==> src/rtl/memory_result_collector_if.sv <==
// Result-collector bus: upstream capture inputs, consumer handshake and status.
// master drives the collector (upstream/consumer side); slave is the collector.
interface memory_result_collector_if #(
  parameter int BW = 8,
  parameter int MW = 16
);
  localparam int CW = $clog2(MW) + 1;

  logic [BW-1:0] data_in;
  logic          busy_in;
  logic          flush;
  logic [BW-1:0] out_data;
  logic          out_valid;
  logic          out_ready;
  logic [CW-1:0] count;
  logic          full;
  logic          empty;
  logic          overflow;
  logic [BW-1:0] checksum;

  modport master (
    output data_in, busy_in, flush, out_ready,
    input  out_data, out_valid, count, full, empty, overflow, checksum
  );

  modport slave (
    input  data_in, busy_in, flush, out_ready,
    output out_data, out_valid, count, full, empty, overflow, checksum
  );
endinterface

==> src/rtl/memory_result_collector.sv <==
// Captures one result word per upstream job (busy falling edge) into a FWFT buffer.
// Optional running checksum of accepted words: define RESULT_CHECKSUM_EN.
module memory_result_collector #(
  parameter int BW = 8,
  parameter int MW = 16
) (
  input  logic                     clk,
  input  logic                     rst,
  memory_result_collector_if.slave bus
);
  localparam int AW = $clog2(MW);
  localparam logic [AW:0] FULL_CNT = (AW+1)'(MW);

  logic [BW-1:0] mem [MW];
  logic [AW-1:0] wr_ptr;
  logic [AW-1:0] rd_ptr;
  logic [AW:0]   count;
  logic          busy_q;
  logic          overflow;

  logic full;
  logic empty;
  logic capture;
  logic pop;
  logic accept;

  always_comb begin
    full    = (count == FULL_CNT);
    empty   = (count == '0);
    capture = busy_q & ~bus.busy_in;
    pop     = ~empty & bus.out_ready;
    // A pop frees the slot a same-cycle capture needs when full.
    accept  = capture & (~full | pop);
  end

  always_ff @(posedge clk or negedge rst) begin
    if (!rst) begin
      busy_q   <= 1'b0;
      wr_ptr   <= '0;
      rd_ptr   <= '0;
      count    <= '0;
      overflow <= 1'b0;
    end else begin
      busy_q <= bus.busy_in;
      if (bus.flush) begin
        wr_ptr   <= '0;
        rd_ptr   <= '0;
        count    <= '0;
        overflow <= 1'b0;
      end else begin
        if (accept) wr_ptr <= wr_ptr + 1'b1;
        if (pop)    rd_ptr <= rd_ptr + 1'b1;
        if (accept && !pop)      count <= count + 1'b1;
        else if (!accept && pop) count <= count - 1'b1;
        if (capture && !accept)  overflow <= 1'b1;
      end
    end
  end

  // Storage is deliberately never cleared; contents are don't-care while empty.
  always_ff @(posedge clk) begin
    if (accept && !bus.flush) mem[wr_ptr] <= bus.data_in;
  end

`ifdef RESULT_CHECKSUM_EN
  logic [BW-1:0] checksum;

  always_ff @(posedge clk or negedge rst) begin
    if (!rst)            checksum <= '0;
    else if (bus.flush)  checksum <= '0;
    else if (accept)     checksum <= checksum + bus.data_in;
  end

  assign bus.checksum = checksum;
`else
  assign bus.checksum = '0;
`endif

  assign bus.out_data  = mem[rd_ptr];
  assign bus.out_valid = ~empty;
  assign bus.count     = count;
  assign bus.full      = full;
  assign bus.empty     = empty;
  assign bus.overflow  = overflow;
endmodule

==> src/flat_wrapper.sv <==
// flat-port wrapper written by rule: the top's interface ports become plain ports
module memory_result_collector_flat 
#(
  parameter int BW = 8,
  parameter int MW = 16
)
  (clk, rst, bus_data_in, bus_busy_in, bus_flush, bus_out_ready, bus_out_data, bus_out_valid, bus_count, bus_full, bus_empty, bus_overflow, bus_checksum);
  memory_result_collector_if #(.BW(BW), .MW(MW)) bus_i ();
  input  logic clk;
  input  logic rst;
  input wire logic [$bits(bus_i.data_in)-1:0] bus_data_in;
  input wire logic [$bits(bus_i.busy_in)-1:0] bus_busy_in;
  input wire logic [$bits(bus_i.flush)-1:0] bus_flush;
  input wire logic [$bits(bus_i.out_ready)-1:0] bus_out_ready;
  output wire logic [$bits(bus_i.out_data)-1:0] bus_out_data;
  output wire logic [$bits(bus_i.out_valid)-1:0] bus_out_valid;
  output wire logic [$bits(bus_i.count)-1:0] bus_count;
  output wire logic [$bits(bus_i.full)-1:0] bus_full;
  output wire logic [$bits(bus_i.empty)-1:0] bus_empty;
  output wire logic [$bits(bus_i.overflow)-1:0] bus_overflow;
  output wire logic [$bits(bus_i.checksum)-1:0] bus_checksum;
  assign bus_i.data_in = bus_data_in;
  assign bus_i.busy_in = bus_busy_in;
  assign bus_i.flush = bus_flush;
  assign bus_i.out_ready = bus_out_ready;
  assign bus_out_data = bus_i.out_data;
  assign bus_out_valid = bus_i.out_valid;
  assign bus_count = bus_i.count;
  assign bus_full = bus_i.full;
  assign bus_empty = bus_i.empty;
  assign bus_overflow = bus_i.overflow;
  assign bus_checksum = bus_i.checksum;
  memory_result_collector #(.BW(BW), .MW(MW)) u_core (.clk(clk), .rst(rst), .bus(bus_i));
endmodule
==> config.mk <==
export PLATFORM = sky130hd
export DESIGN_NAME = memory_result_collector_flat
export DESIGN_NICKNAME = d
export VERILOG_FILES = /design/src/rtl/memory_result_collector_if.sv /design/src/rtl/memory_result_collector.sv /design/src/flat_wrapper.sv
export SDC_FILE = /design/constraint.sdc
export NUM_CORES = 1
export LEC_CHECK = 0
export BUFFER_PORTS_ARGS = -buffer_cell sky130_fd_sc_hd__buf_4
export CORE_ASPECT_RATIO = 0.8
export CORE_UTILIZATION = 54
export DETAILED_ROUTE_END_ITERATION = 8
export PLACE_DENSITY = 0.75
export SLEW_MARGIN = 15
export SYNTH_ARGS = -nofsm -noshare
export SYNTH_HDL_FRONTEND = slang
export SYNTH_SLANG_ARGS = --single-unit
export TNS_END_PERCENT = 10
==> constraint.sdc <==
create_clock -name clk -period 2.75 [get_ports clk]
set_clock_uncertainty 0.1 [all_clocks]
set_input_delay 0.55 -clock clk [delete_from_list [all_inputs] [get_ports clk]]
set_output_delay 0.55 -clock clk [all_outputs]
set_load 0.03 [all_outputs]
Word-level counts from Yosys, hierarchy flattened
Memory sizes are Yosys's and may differ from the RTL's.
Cells that the tools add are included.
{"block": "totals", "mem_bits_rw": 128, "wordCells": 41, "input_bits": 13, "memories": 1, "out_inout_bits": 25, "register_bits": 15}
{"block": "op_classes", "n_mux": 11, "n_reduce_logical": 12, "eq_ne": 1, "addsub": 4, "n_bitwise": 7}
{"memory": "u_core.mem", "depth": 16, "width": 8, "rd": 1, "rd_ports_with_merged_regs": 0, "wr": 1, "line": "memory_result_collector.sv:14", "source": "logic [BW-1:0] mem [MW];"}
{"cell": "4-bit two-way mux", "n": 4}
{"cell": "5-bit two-way mux", "n": 3}
{"cell": "4-bit by 1-bit adder with 4-bit output, second input constant", "n": 2}
{"cell": "2-bit nonzero test", "n": 3}
{"cell": "5-bit by 1-bit adder with 5-bit output, second input constant", "n": 1}
{"cell": "5-bit equality test, second input constant", "n": 1}
{"cell": "5-bit logical NOT", "n": 1}
{"cell": "5-bit by 1-bit subtractor with 5-bit output, second input constant", "n": 1}
{"cell": "1-bit logical AND", "n": 4}
{"cell": "1-bit two-way mux", "n": 4}
{"cell": "1-bit AND", "n": 3}
{"cell": "1-bit logical NOT", "n": 3}
{"cell": "1-bit NOT", "n": 3}
{"cell": "3-bit nonzero test", "n": 1}
{"cell": "1-bit bitwise OR", "n": 1}

Logic depth before layout (Yosys ltp)
{"block": "logic_depth", "ltp_word": 10, "ltp_mapped": 8}

Worst setup path after synthesis
No wires, ideal clock.
{"block": "synth_timing", "path_type": "reg2reg", "startpoint": "register u_core.count[0], in the netlist u_core.bus.count[0]", "endpoint": "register u_core.count[4], in the netlist u_core.bus.count[4]", "slack_ps": -15, "n_path_buf": 1, "setup_time_ps": 146, "path_stages_with_launch": 9, "arrival_ps": 2519, "path_cell_list": "dfrtp_1 -> or4_1 -> buf_6 -> o211ai_2 -> ha_1 -> a21oi_1 -> and2_1 -> o2111a_1 -> o311ai_0"}
{"block": "synth_via", "elab_chain_len": 8}
{"element": "start, declared", "line": "memory_result_collector.sv:17", "source": "logic [AW:0] count;"}
{"element": "start signal, assigned", "line": "memory_result_collector.sv:53", "source": "if (accept && !pop) count <= count + 1'b1;"}
{"element": "start signal, assigned", "line": "memory_result_collector.sv:54", "source": "else if (!accept && pop) count <= count - 1'b1;"}
{"element": "branches (longest 8 deep; another with 5-bit by 1-bit subtractor with 5-bit output)"}
Several ways; the timed one is not identified. The select of a mux whose other input is x is not followed.
A chain may end at the register's enable or synchronous reset.

Worst setup path after layout
{"block": "layout_timing", "startpoint": "register u_core.rd_ptr[0]", "endpoint": "output bus_out_data[7]"}
{"block": "layout_via", "elab_chain_len": 1}
{"element": "start, declared", "line": "memory_result_collector.sv:16", "source": "logic [AW-1:0] rd_ptr;"}
{"element": "start signal, assigned", "line": "memory_result_collector.sv:52", "source": "if (pop) rd_ptr <= rd_ptr + 1'b1;"}
{"element": "memory 16 x 8 bit"}
{"element": "end, declared", "line": "flat_wrapper.sv:15", "source": "output wire logic [$bits(bus_i.out_data)-1:0] bus_out_data;"}
Every way passes these cells.

==> results_dict.tcl <==
set metrics [dict create \
    cts_buffer_depth 2 \
    leakage_nw 2.55 \
    reg2reg_to "u_core.bus.count[4]" \
    critical_path_class "flip-flop to output port" \
    tightest_slew_ns 0.880 \
    multi_input_area_um2 1700 \
    tns_ns -0.116 \
    power_density_nw_per_um2 891 \
    drive_gt1_share_pct 36.3 \
    synthToLayoutAreaGrowth_pct 22.5 \
    switching_share_pct 28.4 \
    vias 3288 \
    ir_drop_v 0.000465 \
    hold_path_end "u_core.busy_q" \
    critical-path-top-delay-family "multiplexers" \
    hpwl_um 7590 \
    worst_setup_path_end_kind "output port" \
    layout_min_cycle_time_ns 2.79 \
    yosys_warnings 0 \
    crit_top_cell "buf_12" \
    grt_pass1_vias 3287 \
    comb_power_share_pct 25.5 \
    synthDistinctLibCells 43 \
    clk_latency_ns 0.42 \
    min-delay-start "bus_busy_in" \
    max_freq_mhz 358 \
    cp_max_fo 8 \
    coreArea_um2 10500 \
    numCtsBuffers 17 \
    rows 33 \
    syn_inst 331 \
    p_sw_mw 1.85 \
    reg2reg_from "u_core.bus.count[0]" \
    cts.clk_slew.worst_paths_ns 0.06 \
    hold_ws_ns 0.145 \
    fin_ws_ns -0.0434 \
    yosysSeqAreaShare_pct 70.7 \
    drt-wirelength-per-cell_um 23.8 \
    grt_overflow 0 \
    firstDrtPassIters 5 \
    rsz0062_at_grt "true" \
    hold_class "input pin to flip-flop" \
    synth_top_area_share_pct 64.4 \
    fp.dieW_um 120 \
    grt_pass1_wl_um 19300 \
    final_nets 418 \
    grt_max_degree 32 \
    io_pins 38 \
    wl_um 13000 \
    root_buffer "clkbuf_16" \
    syn_area_um2 5970 \
    drc 0 \
    place_congestion 0.821 \
    crit_buf_inv 3 \
    htree_levels 4 \
    fin_crit_sh_pct 102 \
    cpPeakStageDelay_ns 0.52 \
    arrival_ns 2.14 \
    synth_seq_cells 143 \
    diodes 0 \
    n_fill_cell 636 \
    fp.dieH_um 96.0 \
    grt_util_all_layers_pct 24.7 \
    first_iter_violations 327 \
    die-area_um2 11500 \
    pwr-share-seq_pct 38.2 \
    ant_nets 0 \
    synthTopCellsByArea "edfxtp_1 (64%), mux4_2 (12%), dfrtp_1 (6.3%)" \
    via_per_inst 6.00 \
    maxSlewHeadroom_pct 41.1 \
    cp_slowest_cell "mux4_2" \
    clock-sinks 143 \
    max_cap_viol_count 0 \
    clockPowerShare_pct 36.2 \
    status "complete, but fails checks" \
    final_hold_viol_count 0 \
    rr_worst_depth 7 \
    syn_area_per_cell_um2 18.0 \
    intPower_mw 4.66 \
    cp-start-kind "flip-flop" \
    cts_tree "yes" \
    cp_cell_sequence "buf_12 > buf_12 > mux4_2 > a22oi_2 > nand2_2 > buf_4" \
    hold_depth 1 \
    yosysTopAreaCell "edfxtp_1" \
    seqCellArea_um2 4220 \
    violations "setup timing" \
    drv_slew 0 \
    initial_core_util_pct 56.9 \
    r2r_slack_ns 0.17 \
    setup_viol 4 \
    antenna_found_initial 0 \
    critPathRequiredTime_ns 2.10 \
    portBuffers 29 \
]
[placed cells by master, fill, tap and decap left out, types with 5 or more instances in the layout]
master	count
buf_6	7
nor2_1	30
ha_1	9
inv_1	7
a22oi_2	13
mux4_2	32
clkbuf_16	17
dfrtp_1	14
nand2_1	14
nor2b_1	5
buf_4	47
nand3_1	6
edfxtp_1	128
conb_1	8
[cell families (layout without fill, tap and decap cells)]
family	after synthesis	after routing	share of synthesized area, %
compound gates	32	32	4.66
xor+xnor	6	6	0.881
fa+ha+maj	10	10	2.22
buf+inv	30	100	2.62
flops	143	143	70.7
mux	39	39	13.5
other cells	1	8	0.0629
simple gates	70	70	5.31
[cells in the mapped netlist, drive strengths merged]
cell and count:
nand2b 2, ha 9, o2111a 1, and2 2, fa 1, nand3 6
o21ai 3, a21oi 3, and2b 1, and3 2, or3 1, nor4 1
nand2 16, dfrtp 15, or4 1, nor2 30, mux4 32, mux2i 3
nor3 1, conb 1, o311ai 2, mux2 4, a211oi 1, o41ai 1
a22oi 16, nand4 2, nor2b 5, clkbuf 7, xor2 3, inv 7
a31oi 2, xnor2 3, edfxtp 128, buf 16, o211ai 3
[what timing repair did]
| item | in CTS | in global routing |
|---|---|---|
| pin swaps | 6 | 8 |
| endpoints found under the hold margin | 15 | 0 |
| resized for setup | 20 | 7 |
| hold buffers | 1 | 0 |
| gates cloned | 2 | 0 |
| setup buffers | 1 | 5 |
| endpoints found under the setup margin | 7 | 10 |
[cell type report]
type | instances | share of cell area [%]
Clock inverter | 14 | 2.48
Clock buffer | 18 | 5.87
Timing Repair Buffer | 61 | 7.89
Tap cell | 140 | 2.40
Inverter | 7 | 0.360
Sequential cell | 143 | 57.7
Multi-Input combinational cell | 165 | 23.2
[worst register-to-register path: stages (launching register included)]
cell and delay [ns]:
dfrtp_1 0.47, or4_4 0.60, o211ai_4 0.24, ha_1 0.30, a21oi_1 0.24, and2_1 0.16, o2111a_1 0.19, o311ai_0 0.13
[power groups by stage]
| stage | Clock [mW] | Combinational [mW] | Sequential, mW |
|---|---|---|---|
| 2_1_floorplan | 0 | 0.950 | 2.56 |
| 3_3_place_gp | 0 | 1.38 | 2.52 |
| 3_5_place_dp | 0 | 1.40 | 2.53 |
| 4_1_cts | 2.37 | 1.58 | 2.49 |
| 5_1_grt | 2.46 | 1.76 | 2.50 |
| 6_report | 2.36 | 1.66 | 2.49 |
[layer usage]
layer	GRT usage, %	part of all wire [%]	vias up
li1	-	-	1420
met1	31.8	42	1692
met2	40.0	49	151
met3	6.40	6.3	25
met4	11.4	2.4	0
met5	0	0	-
[state kept, by name, indices dropped and copies added, names as in the netlist]
name and count:
u_core.bus.count 5, u_core.bus.overflow 1, u_core.busy_q 1, u_core.mem 128, u_core.rd_ptr 4, u_core.wr_ptr 4
[through the flow]
stage	util (%)	instances	instance area, um^2	power, mW	setup WS [ns]
finish	69.7	548	7310	6.51	-0.0434
global placement	61.6	507	6460	3.90	0.175
CTS	69.0	543	7240	6.44	-0.0270
floorplan	-	338	6000	3.51	0.0521
global route	69.7	548	7310	6.72	-0.107
detailed placement	61.6	507	6460	3.93	0.0468
[worst max-delay path by stage]
stage	from	slack, ns	endpoint	cells after the start
after floorplan	u_core.bus.count[0]	0.05	u_core.bus.count[4]	8
after global placement	u_core.bus.count[0]	0.18	u_core.bus.count[4]	7
after detailed placement	u_core.bus.count[0]	0.05	u_core.bus.count[4]	7
after CTS	u_core.rd_ptr[0]	-0.03	bus_out_data[7]	5
after global routing	u_core.rd_ptr[0]	-0.11	bus_out_data[1]	6
final	u_core.rd_ptr[0]	-0.04	bus_out_data[7]	6
(Power assumes the default switching activity.)
